## config.mk

```make
export PLATFORM = sky130hd
export DESIGN_NAME = pid_multi_core_flat
export DESIGN_NICKNAME = d
export VERILOG_FILES = /design/src/rtl/pid_multi_core_if.sv /design/src/rtl/pid_multi_core.sv /design/src/flat_wrapper.sv
export SDC_FILE = /design/constraint.sdc
export NUM_CORES = 2
export LEC_CHECK = 0
export ABC_AREA = 1
export BUFFER_PORTS_ARGS = -buffer_cell sky130_fd_sc_hd__clkbuf_2
export CORE_MARGIN = 4
export CORE_UTILIZATION = 45
export CTS_BUF_LIST = sky130_fd_sc_hd__clkbuf_16
export CTS_CLUSTER_SIZE = 24
export DETAILED_ROUTE_END_ITERATION = 8
export MAX_ROUTING_LAYER = met4
export PLACE_DENSITY_LB_ADDON = 0.15
export SLEW_MARGIN = 20
export SYNTH_ARGS = -nofsm -noshare
export SYNTH_HDL_FRONTEND = slang
export SYNTH_SLANG_ARGS = --single-unit
export TNS_END_PERCENT = 100
```

## constraint.sdc

```tcl
create_clock -name clk -period 9.4 [get_ports clk]
set_input_delay 0.94 -clock clk [delete_from_list [all_inputs] [get_ports clk]]
set_output_delay 0.94 -clock clk [all_outputs]
set_load 0.03 [all_outputs]
```

## src/rtl/pid_multi_core_if.sv

```systemverilog
// pid_multi_core_if: sample/gain/config inputs and control outputs of
// pid_multi_core. The master modport drives samples and gains, the slave
// modport is the core.
interface pid_multi_core_if #(
  parameter int NCH = 4,
  parameter int DW  = 16,
  parameter int CW  = 16,
  parameter int IW  = 40,
  parameter int CHW = (NCH > 1) ? $clog2(NCH) : 1
);
  logic                  enable_i;
  logic                  strobe_i;
  logic                  ready_o;
  logic [CHW-1:0]        ch_i;
  logic signed [DW-1:0]  dat_i;
  logic signed [DW-1:0]  sp_i;
  logic signed [CW-1:0]  kp_i;
  logic signed [CW-1:0]  ki_i;
  logic signed [CW-1:0]  kd_i;
  logic [3:0]            alpha_i;
  logic [13:0]           decimate_i;
  logic [IW-2:0]         int_lim_i;
  logic signed [DW-1:0]  dat_o;
  logic [CHW-1:0]        ch_o;
  logic                  valid_o;
  logic                  sat_o;

  modport master (
    output enable_i, strobe_i, ch_i, dat_i, sp_i, kp_i, ki_i, kd_i,
           alpha_i, decimate_i, int_lim_i,
    input  ready_o, dat_o, ch_o, valid_o, sat_o
  );

  modport slave (
    input  enable_i, strobe_i, ch_i, dat_i, sp_i, kp_i, ki_i, kd_i,
           alpha_i, decimate_i, int_lim_i,
    output ready_o, dat_o, ch_o, valid_o, sat_o
  );
endinterface

```

## src/rtl/pid_multi_core.sv

```systemverilog
// pid_multi_core: time-multiplexed PID controller for NCH loops sharing one
// multiply/accumulate datapath. Per-channel integrator, derivative filter and
// decimation counter. Sequence per processed sample: IDLE→ERR→PROD→ACC→OUT.
// Optional feature: define PID_COND_INT_EN for conditional integration
// (integrator frozen while the output saturates in the direction of Ti).
module pid_multi_core #(
  parameter int NCH  = 4,
  parameter int DW   = 16,
  parameter int CW   = 16,
  parameter int FRAC = 13,
  parameter int IW   = 40
) (
  input  logic           clk,
  input  logic           rst_n,
  pid_multi_core_if.slave bus
);
  localparam int CHW = (NCH > 1) ? $clog2(NCH) : 1;
  localparam int EW  = DW + 1;    // error / filtered error
  localparam int DDW = DW + 2;    // derivative term
  localparam int PW  = CW + EW;   // kp*e, ki*e
  localparam int DPW = CW + DDW;  // kd*d
  localparam int SW  = IW + 2;    // output sum

  typedef enum logic [2:0] {S_IDLE, S_ERR, S_PROD, S_ACC, S_OUT} state_t;
  state_t state_q, state_d;

  // values latched at accept
  logic [CHW-1:0]        ch_q, ch_d;
  logic signed [DW-1:0]  dat_q, dat_d, sp_q, sp_d;
  logic signed [CW-1:0]  kp_q, kp_d, ki_q, ki_d, kd_q, kd_d;
  logic [3:0]            alpha_q, alpha_d;

  // pipeline registers between stages
  logic signed [EW-1:0]  e_q, e_d, efn_q, efn_d;
  logic signed [DDW-1:0] d_q, d_d;
  logic signed [PW-1:0]  p_q, p_d, ti_q, ti_d;
  logic signed [DPW-1:0] dd_q, dd_d;
  logic signed [IW-1:0]  inew_q, inew_d;

  // output registers
  logic signed [DW-1:0]  dat_o_q, dat_o_d;
  logic [CHW-1:0]        ch_o_q, ch_o_d;
  logic                  valid_q, valid_d, sat_q, sat_d;

  // per-channel state
  logic signed [IW-1:0]  integ_q [NCH];
  logic signed [IW-1:0]  integ_d [NCH];
  logic signed [EW-1:0]  ef_q    [NCH];
  logic signed [EW-1:0]  ef_d    [NCH];
  logic [13:0]           dc_q    [NCH];
  logic [13:0]           dc_d    [NCH];

  // datapath combinational values
  logic                  accept;
  int unsigned           ch_ext;
  logic signed [EW-1:0]  ef_cur, err_c, efn_c;
  logic signed [DDW-1:0] diff_c, d_c;
  logic signed [IW-1:0]  i_cur, inew_c;
  logic signed [IW:0]    isum_c, ibase_c, iclamp_c, lim_pos, lim_neg;
  logic signed [SW-1:0]  s_c, ys_c;
  logic                  ovf_c;
  logic signed [DW-1:0]  y_c;
`ifdef PID_COND_INT_EN
  localparam int SUW = IW + 3;
  logic signed [SUW-1:0] s_unc, ys_unc;
`endif

  assign bus.ready_o = (state_q == S_IDLE);
  assign bus.dat_o   = dat_o_q;
  assign bus.ch_o    = ch_o_q;
  assign bus.valid_o = valid_q;
  assign bus.sat_o   = sat_q;

  // Arithmetic for ERR (filter/derivative) and ACC (integrator clamp, sum, saturation)
  always_comb begin
    ef_cur = ef_q[ch_q];
    i_cur  = integ_q[ch_q];
    err_c  = EW'(sp_q) - EW'(dat_q);
    diff_c = DDW'(err_c) - DDW'(ef_cur);
    // the filtered value lies between ef and e, so EW-bit wraparound is exact
    efn_c  = ef_cur + EW'(diff_c >>> alpha_q);
    d_c    = DDW'(efn_c) - DDW'(ef_cur);

    isum_c  = (IW+1)'(i_cur) + (IW+1)'(ti_q);
    lim_pos = {2'b00, bus.int_lim_i};
    lim_neg = -lim_pos;
    ibase_c = isum_c;
`ifdef PID_COND_INT_EN
    s_unc  = SUW'(p_q) + SUW'(isum_c) + SUW'(dd_q);
    ys_unc = s_unc >>> FRAC;
    if (ys_unc[SUW-1:DW-1] != {(SUW-DW+1){ys_unc[SUW-1]}}) begin
      if ((!ys_unc[SUW-1] && !ti_q[PW-1] && (ti_q != '0)) ||
          (ys_unc[SUW-1] && ti_q[PW-1])) begin
        ibase_c = (IW+1)'(i_cur);
      end
    end
`endif
    if (ibase_c > lim_pos) begin
      iclamp_c = lim_pos;
    end else if (ibase_c < lim_neg) begin
      iclamp_c = lim_neg;
    end else begin
      iclamp_c = ibase_c;
    end
    inew_c = IW'(iclamp_c);

    s_c   = SW'(p_q) + SW'(inew_c) + SW'(dd_q);
    ys_c  = s_c >>> FRAC;
    ovf_c = (ys_c[SW-1:DW-1] != {(SW-DW+1){ys_c[SW-1]}});
    if (!ovf_c) begin
      y_c = ys_c[DW-1:0];
    end else if (ys_c[SW-1]) begin
      y_c = {1'b1, {(DW-1){1'b0}}};
    end else begin
      y_c = {1'b0, {(DW-1){1'b1}}};
    end
  end

  // FSM next-state, accept/decimation and stage register updates
  always_comb begin
    state_d = state_q;
    ch_d = ch_q; dat_d = dat_q; sp_d = sp_q;
    kp_d = kp_q; ki_d = ki_q; kd_d = kd_q; alpha_d = alpha_q;
    e_d = e_q; efn_d = efn_q; d_d = d_q;
    p_d = p_q; ti_d = ti_q; dd_d = dd_q; inew_d = inew_q;
    dat_o_d = dat_o_q; ch_o_d = ch_o_q; sat_d = sat_q;
    valid_d = 1'b0;
    integ_d = integ_q;
    ef_d    = ef_q;
    dc_d    = dc_q;
    ch_ext  = 32'(bus.ch_i);
    accept  = bus.strobe_i && (state_q == S_IDLE) && bus.enable_i && (ch_ext < NCH);

    case (state_q)
      S_IDLE: begin
        if (accept) begin
          ch_d = bus.ch_i; dat_d = bus.dat_i; sp_d = bus.sp_i;
          kp_d = bus.kp_i; ki_d = bus.ki_i; kd_d = bus.kd_i;
          alpha_d = bus.alpha_i;
          if (dc_q[bus.ch_i] != '0) begin
            dc_d[bus.ch_i] = dc_q[bus.ch_i] - 14'd1;
          end else begin
            dc_d[bus.ch_i] = bus.decimate_i;
            state_d = S_ERR;
          end
        end
      end
      S_ERR: begin
        e_d = err_c; efn_d = efn_c; d_d = d_c;
        state_d = S_PROD;
      end
      S_PROD: begin
        p_d  = PW'(kp_q) * PW'(e_q);
        ti_d = PW'(ki_q) * PW'(e_q);
        dd_d = DPW'(kd_q) * DPW'(d_q);
        state_d = S_ACC;
      end
      S_ACC: begin
        // output registered here so valid_o is visible during OUT
        inew_d  = inew_c;
        dat_o_d = y_c;
        sat_d   = ovf_c;
        ch_o_d  = ch_q;
        valid_d = 1'b1;
        state_d = S_OUT;
      end
      S_OUT: begin
        integ_d[ch_q] = inew_q;
        ef_d[ch_q]    = efn_q;
        state_d       = S_IDLE;
      end
      default: state_d = S_IDLE;
    endcase

    if (!bus.enable_i) begin
      state_d = S_IDLE;
      valid_d = 1'b0;
      dat_o_d = '0;
      for (int unsigned i = 0; i < NCH; i++) begin
        integ_d[i] = '0;
        ef_d[i]    = '0;
        dc_d[i]    = '0;
      end
    end
  end

  // FSM, latched sample, pipeline and output registers
  always_ff @(posedge clk or negedge rst_n) begin
    if (!rst_n) begin
      state_q <= S_IDLE;
      ch_q <= '0; dat_q <= '0; sp_q <= '0;
      kp_q <= '0; ki_q <= '0; kd_q <= '0; alpha_q <= '0;
      e_q <= '0; efn_q <= '0; d_q <= '0;
      p_q <= '0; ti_q <= '0; dd_q <= '0; inew_q <= '0;
      dat_o_q <= '0; ch_o_q <= '0; valid_q <= 1'b0; sat_q <= 1'b0;
    end else begin
      state_q <= state_d;
      ch_q <= ch_d; dat_q <= dat_d; sp_q <= sp_d;
      kp_q <= kp_d; ki_q <= ki_d; kd_q <= kd_d; alpha_q <= alpha_d;
      e_q <= e_d; efn_q <= efn_d; d_q <= d_d;
      p_q <= p_d; ti_q <= ti_d; dd_q <= dd_d; inew_q <= inew_d;
      dat_o_q <= dat_o_d; ch_o_q <= ch_o_d; valid_q <= valid_d; sat_q <= sat_d;
    end
  end

  // Per-channel integrator, filter and decimation state
  always_ff @(posedge clk or negedge rst_n) begin
    if (!rst_n) begin
      for (int unsigned i = 0; i < NCH; i++) begin
        integ_q[i] <= '0;
        ef_q[i]    <= '0;
        dc_q[i]    <= '0;
      end
    end else begin
      integ_q <= integ_d;
      ef_q    <= ef_d;
      dc_q    <= dc_d;
    end
  end
endmodule

```

## src/flat_wrapper.sv

```systemverilog
// flat-port wrapper written by rule: the top's interface ports become plain ports
module pid_multi_core_flat 
#(
  parameter int NCH  = 4,
  parameter int DW   = 16,
  parameter int CW   = 16,
  parameter int FRAC = 13,
  parameter int IW   = 40
)
  (clk, rst_n, bus_enable_i, bus_strobe_i, bus_ch_i, bus_dat_i, bus_sp_i, bus_kp_i, bus_ki_i, bus_kd_i, bus_alpha_i, bus_decimate_i, bus_int_lim_i, bus_ready_o, bus_dat_o, bus_ch_o, bus_valid_o, bus_sat_o);
  pid_multi_core_if #(.NCH(NCH), .DW(DW), .CW(CW), .IW(IW)) bus_i ();
  input  logic clk;
  input  logic rst_n;
  input wire logic [$bits(bus_i.enable_i)-1:0] bus_enable_i;
  input wire logic [$bits(bus_i.strobe_i)-1:0] bus_strobe_i;
  input wire logic [$bits(bus_i.ch_i)-1:0] bus_ch_i;
  input wire logic [$bits(bus_i.dat_i)-1:0] bus_dat_i;
  input wire logic [$bits(bus_i.sp_i)-1:0] bus_sp_i;
  input wire logic [$bits(bus_i.kp_i)-1:0] bus_kp_i;
  input wire logic [$bits(bus_i.ki_i)-1:0] bus_ki_i;
  input wire logic [$bits(bus_i.kd_i)-1:0] bus_kd_i;
  input wire logic [$bits(bus_i.alpha_i)-1:0] bus_alpha_i;
  input wire logic [$bits(bus_i.decimate_i)-1:0] bus_decimate_i;
  input wire logic [$bits(bus_i.int_lim_i)-1:0] bus_int_lim_i;
  output wire logic [$bits(bus_i.ready_o)-1:0] bus_ready_o;
  output wire logic [$bits(bus_i.dat_o)-1:0] bus_dat_o;
  output wire logic [$bits(bus_i.ch_o)-1:0] bus_ch_o;
  output wire logic [$bits(bus_i.valid_o)-1:0] bus_valid_o;
  output wire logic [$bits(bus_i.sat_o)-1:0] bus_sat_o;
  assign bus_i.enable_i = bus_enable_i;
  assign bus_i.strobe_i = bus_strobe_i;
  assign bus_i.ch_i = bus_ch_i;
  assign bus_i.dat_i = bus_dat_i;
  assign bus_i.sp_i = bus_sp_i;
  assign bus_i.kp_i = bus_kp_i;
  assign bus_i.ki_i = bus_ki_i;
  assign bus_i.kd_i = bus_kd_i;
  assign bus_i.alpha_i = bus_alpha_i;
  assign bus_i.decimate_i = bus_decimate_i;
  assign bus_i.int_lim_i = bus_int_lim_i;
  assign bus_ready_o = bus_i.ready_o;
  assign bus_dat_o = bus_i.dat_o;
  assign bus_ch_o = bus_i.ch_o;
  assign bus_valid_o = bus_i.valid_o;
  assign bus_sat_o = bus_i.sat_o;
  pid_multi_core #(.NCH(NCH), .DW(DW), .CW(CW), .FRAC(FRAC), .IW(IW)) u_core (.clk(clk), .rst_n(rst_n), .bus(bus_i));
endmodule
```

# Word level (Yosys, flattened, before mapping)
# Index checks and enable logic that the tools add are counted.
[classes]
addsub = 9
n_mul = 3
n_eq_ne = 11
n_bitwise = 2
n_lt_le_gt_ge = 6
n_reduce_logical = 9
div = 0
mux = 39
n_shift = 1
[op_table]
columns = ["operator", "count"]
rows = [
  ["$mux 160", 2],
  ["$mux 56", 4],
  ["$mux 40", 5],
  ["$bwmux 160", 1],
  ["$mux 68", 2],
  ["$bwmux 56", 2],
  ["$bmux 40 s2", 1],
  ["$demux 40 s2", 1],
  ["$bwmux 68", 1],
  ["$mul 16x17->33", 2],
  ["$mux 16", 4],
  ["$mux 17", 3],
  ["$add 41x34->42", 1],
  ["$mux 14", 3],
  ["$add 33x40->41", 1],
  ["$add 40x33->41", 1],
  ["$gt 41x40->1", 1],
  ["$lt 41x41->1", 1],
  ["$neg 39->41", 1],
  ["$sub 17x17->18", 2],
  ["$bmux 17 s2", 1],
  ["$demux 17 s2", 1],
  ["$mul 16x18->34", 1],
  ["$bmux 14 s2", 1],
  ["other kinds (22)", 37],
]
[totals]
out_inout_bits = 21
latchBits = 0
in_bits = 143
mem_bits_ro = 0
ff_bits = 585
ramBits = 0
memories = 0
elab_cells = 111

# Longest topological paths before layout
[logic_depth]
ltp_word = 14
mapped_depth = 66
ltp_nobuf = 62

# Least setup slack after synthesis
# No wires, ideal clock.
[synth_timing]
path_kind = "register to register"
start = "register u_core.ch_q[0]"
end = "register u_core.dat_o_q[10] (netlist: u_core.bus.dat_o[10])"
t_arrival_ns = 7.570
stages_incl_launch_ff = 54
setup_ns = 0.117
setup_slack_ns = 1.713
synth_period_minus_slack_ns = 7.687
t_required_ns = 9.283
n_path_buf = 5
path_cell_list = "dfrtp_1 -> nor2_1 -> clkbuf_1 -> clkbuf_1 -> a22oi_1 -> o221ai_1 -> ha_1 -> a21oi_1 -> nand2_1 -> a21oi_1 -> o21ai_1 -> a21boi_0 -> o21ai_1 -> xor2_1 -> ha_1 -> nand2_1 -> nor2_1 -> or3b_2 -> [... 18 more ...] -> inv_2 -> nand2_1 -> inv_2 -> and2_4 -> a21oi_2 -> nand3_2 -> nand2_1 -> nand2_2 -> buf_6 -> nand2_2 -> nand2_1 -> nor2_2 -> nand3_2 -> nor2_4 -> buf_4 -> nand3_1 -> nand3_2 -> nand2_1"
[synth_via]
elab_chain_cells = 14
word_cells_on_any_way = 16
cone_classes = "add/sub (3); order compare (2); eq/ne (1); mux (9); bitwise (1)"
[synth_rtl]
columns = ["element", "line", "rtl"]
rows = [
  ["start, declared", "pid_multi_core.sv:28", "logic [CHW-1:0] ch_q, ch_d;"],
  ["start signal, assigned", "pid_multi_core.sv:198", "ch_q <= ch_d; dat_q <= dat_d; sp_q <= sp_d;"],
  ["$not 2->3 (implied by the code) *", "pid_multi_core.sv:77", "i_cur = integ_q[ch_q];"],
  ["$bmux 40 s2 *", "pid_multi_core.sv:77", ""],
  ["$mux 40 (implied by the code) * (2 in a row)", "pid_multi_core.sv:77", ""],
  ["$add 40x33->41 *", "pid_multi_core.sv:84", "isum_c = (IW+1)'(i_cur) + (IW+1)'(ti_q);"],
  ["$lt 41x41->1", "pid_multi_core.sv:100", "end else if (ibase_c < lim_neg) begin"],
  ["$mux 40", "pid_multi_core.sv:100", ""],
  ["$mux 40 *", "pid_multi_core.sv:98", "if (ibase_c > lim_pos) begin"],
  ["$add 33x40->41 *", "pid_multi_core.sv:107", "s_c = SW'(p_q) + SW'(inew_c) + SW'(dd_q);"],
  ["$add 41x34->42 *", "pid_multi_core.sv:107", ""],
  ["$ne 13x13->1 or $mux 16 (tied branches)", "pid_multi_core.sv:109, pid_multi_core.sv:112", ""],
  ["$mux 16 *", "pid_multi_core.sv:110", "if (!ovf_c) begin"],
  ["$mux 16 *", "pid_multi_core.sv:134", "case (state_q)"],
  ["$mux 16 *", "pid_multi_core.sv:175", "if (!bus.enable_i) begin"],
  ["end signal, assigned", "pid_multi_core.sv:202", "dat_o_q <= dat_o_d; ch_o_q <= ch_o_d; valid_q <= valid_d; sat_q <= sat_d;"],
  ["end, declared", "pid_multi_core.sv:41", "logic signed [DW-1:0] dat_o_q, dat_o_d;"],
]
# Mark *: on every way between the ends. The rest lies on a longest branch, timed or not. The select of a mux whose other input is x is not followed.
# A chain may end at the register's enable or synchronous reset.

# Final worst setup path
[layout_timing]
start = "register u_core.ch_q[0]"
end = "register u_core.dat_o_q[6] (netlist: u_core.bus.dat_o[6])"
# Same word-level chain as after synthesis.

==> impl_metrics.py <==
metrics = {
    "synth": {
        "synthesis.nets": 10401,
        "ys_seq_area_frac": 0.2089,
        "synthFlopType": "dfrtp_1",
        "synthArstFlopShare": 1.000,
        "synth_edf_count": 0,
        "ys_warn_count": 0,
        "ys_ff_latch": 585,
        "netlist_instances": 8893,
        "synth.distinct_cells": 67,
        "syn_area_sq_um": 70080,
        "synth_area_per_cell_sq_um": 7.881,
    },
    "setup_path": {
        "cp-end-kind": "register",
        "required_ns": 9.97,
        "reg2reg_slack_ns": 0.54,
        "r2r_end": "u_core.bus.dat_o[6]",
        "cp_common_cell": "nand2_1",
        "worstSetupPathType": "register to register",
        "worstPathArrival_ns": 9.43,
        "critPathLaunchType": "register",
        "slowest_delay_ns": 0.50,
        "slowest_stage": "dfrtp_1",
        "r2r.worst_path.cells": 50,
        "crit_fanout": 15,
        "r2r_start": "u_core.ch_q[0]",
    },
    "cells_and_area": {
        "layout-drive-gt1-share": 0.07291,
        "multiInputGateArea_sq_um": 46220,
        "area_delta_synth_final_pct": 8.091,
        "seqCellArea_sq_um": 14650,
        "num-fill-cells": 15273,
        "fin_util": 0.4906,
        "stdcell_count": 10991,
        "nNetsFinal": 10396,
    },
    "sta": {
        "setup_viol_count_final": 0,
        "report.final.slew_viol_count": 0,
        "final.setup.tns_ns": 0,
        "post-route-period-util": 0.9423,
        "skew_ns": 0.07784,
        "fmax_mhz": 112.9,
        "fin_crit_ns": 8.858,
        "tightest_slew_ns": 1.116,
        "hold_viol": 0,
        "maxSlewHeadroom": 0.2562,
        "fin_hold_ws_ns": 0.2543,
    },
    "detailed_routing": {
        "wl_per_cell_um": 20.04,
        "wirelength_um": 220200,
        "drtPass1Iterations": 7,
        "via_per_inst": 5.330,
        "antenna_left": 0,
        "drtIter0Drc": 4611,
        "drc": 0,
        "routed-via-count": 58585,
    },
    "placed_design": {
        "dp.final_hpwl_um": 173000,
        "dp.cells": 10846,
        "portBuffers": 163,
        "gp_congestion": 1.043,
    },
    "die": {
        "dieArea_sq_um": 162100,
        "die_width_um": 402.6,
        "die_h_um": 402.6,
        "core_sq_um": 154400,
        "initial_core_util": 0.4539,
        "ios": 164,
        "rows": 144,
    },
    "global_routing": {
        "grt_max_degree": 133,
        "grt_pass1_wl_um": 345500,
        "antenna_found_initial": 1,
        "grt_pass1_vias": 58959,
        "grtUsageTotal": 0.2806,
        "grt_overflow_total": 0,
    },
    "status": {
        "outcome": "completed",
    },
    "cts": {
        "path_clk_slew_ns": 0.06,
        "ctsRootBufferMaster": "clkbuf_16",
        "clockBufferDepth": 3,
        "insertion_delay_ns": 0.71,
        "htreeDepth": 3,
        "numClockSinks": 585,
        "ctsHoldBuffers": 0,
        "cts_tree": "yes",
        "cts_buffers": 76,
    },
    "min_path": {
        "hp-class": "primary input to async pin",
    },
    "job": {
        "maxCapViolCount": 0,
    },
}
==> synth_stat cells, drive strengths merged (61+ instances only) <==
cell / n / share of area
nand2: 2008 / 0.11
ha: 479 / 0.086
fa: 886 / 0.25
clkbuf: 319 / 0.017
xor2: 129 / 0.016
dfrtp: 585 / 0.21
nor2: 335 / 0.019
o22ai: 278 / 0.025
xnor2: 94 / 0.012
nand3: 404 / 0.030
inv: 2100 / 0.11
o21ai: 324 / 0.023
a21oi: 345 / 0.025
mux2: 61 / 0.0098
==> metal layers <==
layer  share of wire  vias to the layer above  global-route usage
met5               0                        -                   -
met4           0.035                        0             0.08088
li1                -                    27401                   -
met2            0.44                     1966              0.4229
met3           0.071                      294             0.04268
met1            0.45                    28924              0.3946
==> state kept, by name (all words and copies together) (netlist names), 3 cells and up <==
register          count
u_core.d_q           18
u_core.state_q        3
u_core.ti_q          33
u_core.ki_q          16
u_core.ef_q          68
u_core.e_q           17
u_core.dc_q          56
u_core.bus.dat_o     16
u_core.kp_q          16
u_core.alpha_q        4
u_core.p_q           33
u_core.kd_q          16
u_core.dd_q          34
u_core.integ_q      160
u_core.dat_q         16
u_core.efn_q         17
u_core.sp_q          16
u_core.inew_q        40
==> cell families (layout without fill, tap and decap cells) <==
kind of cell / count (synthesis) / count (layout) / share of synthesized area
AO/OA/AOI/OAI: 1227 / 1227 / 0.1042
XOR/XNOR: 223 / 223 / 0.02787
adder cells (fa/ha/maj): 1365 / 1365 / 0.3386
buffers and inverters: 2471 / 2521 / 0.1340
flip-flops: 585 / 585 / 0.2089
multiplexers: 64 / 64 / 0.01023
other: 0 / 4 / 0
AND/OR/NAND/NOR: 2958 / 2958 / 0.1762
==> worst max-delay path by stage <==
stage	from	depth (start not counted)	end
after floorplan	u_core.ch_q[0]	53	u_core.bus.dat_o[10]
after global placement	u_core.ch_q[1]	47	u_core.bus.dat_o[4]
after detailed placement	u_core.ch_q[1]	51	u_core.bus.dat_o[3]
after CTS	u_core.ch_q[1]	51	u_core.bus.dat_o[3]
after global routing	u_core.ch_q[0]	58	u_core.bus.dat_o[1]
final	u_core.ch_q[0]	50	u_core.bus.dat_o[6]
==> cell usage in the layout, fill, tap and decap left out, drive strengths merged, types with 20 or more instances in the layout <==
master,instances
clkbuf,238
a22oi,41
a21oi,345
nor2,335
nor4,20
a21o,28
xor2,129
buf,117
o21ai,324
o221ai,45
mux2,61
a21boi,21
or2,45
dfrtp,585
o22ai,278
xnor2,94
ha,479
o21a,25
nor3,60
nand4,55
nand3,404
nand2,2008
fa,886
clkinv,37
inv,2114
o21bai,26
a31oi,42
==> worst max-delay path: cells and delay by family, from the launching register on <==
family / cells / cell delay, ns
simple gates: 29 / 3.60
fa+ha+maj: 5 / 1.83
compound gates: 7 / 1.46
buf+inv: 8 / 1.12
flops: 1 / 0.50
xor+xnor: 1 / 0.19
==> per-stage QoR <==
step                setup slack (ns)  cell area [sq um]
finish                        0.5420              75750
global route                -0.04635              75750
CTS                           0.4761              75590
detailed placement            0.5412              72990
global placement              0.5271              72990
floorplan                      1.713              70080
==> layout make-up <==
class | count | share of cell area
clock inverter | 57 | 0.009299
multi-input combinational | 5837 | 0.6101
sequential | 585 | 0.1933
clock buffer | 76 | 0.02511
timing repair buffer | 279 | 0.02370
tap | 2044 | 0.03376
antenna | 4 | 0.0001321
inverter | 2109 | 0.1046
==> what timing repair did <==
| item | in CTS | in global routing |
|---|---|---|
| setup buffers | 0 | 8 |
| gates resized for setup | 0 | 17 |
| endpoints found under the setup margin | 0 | 16 |
Power is not shown: default switching activity piles up to over one toggle a cycle in this logic, so the estimate is an artifact.
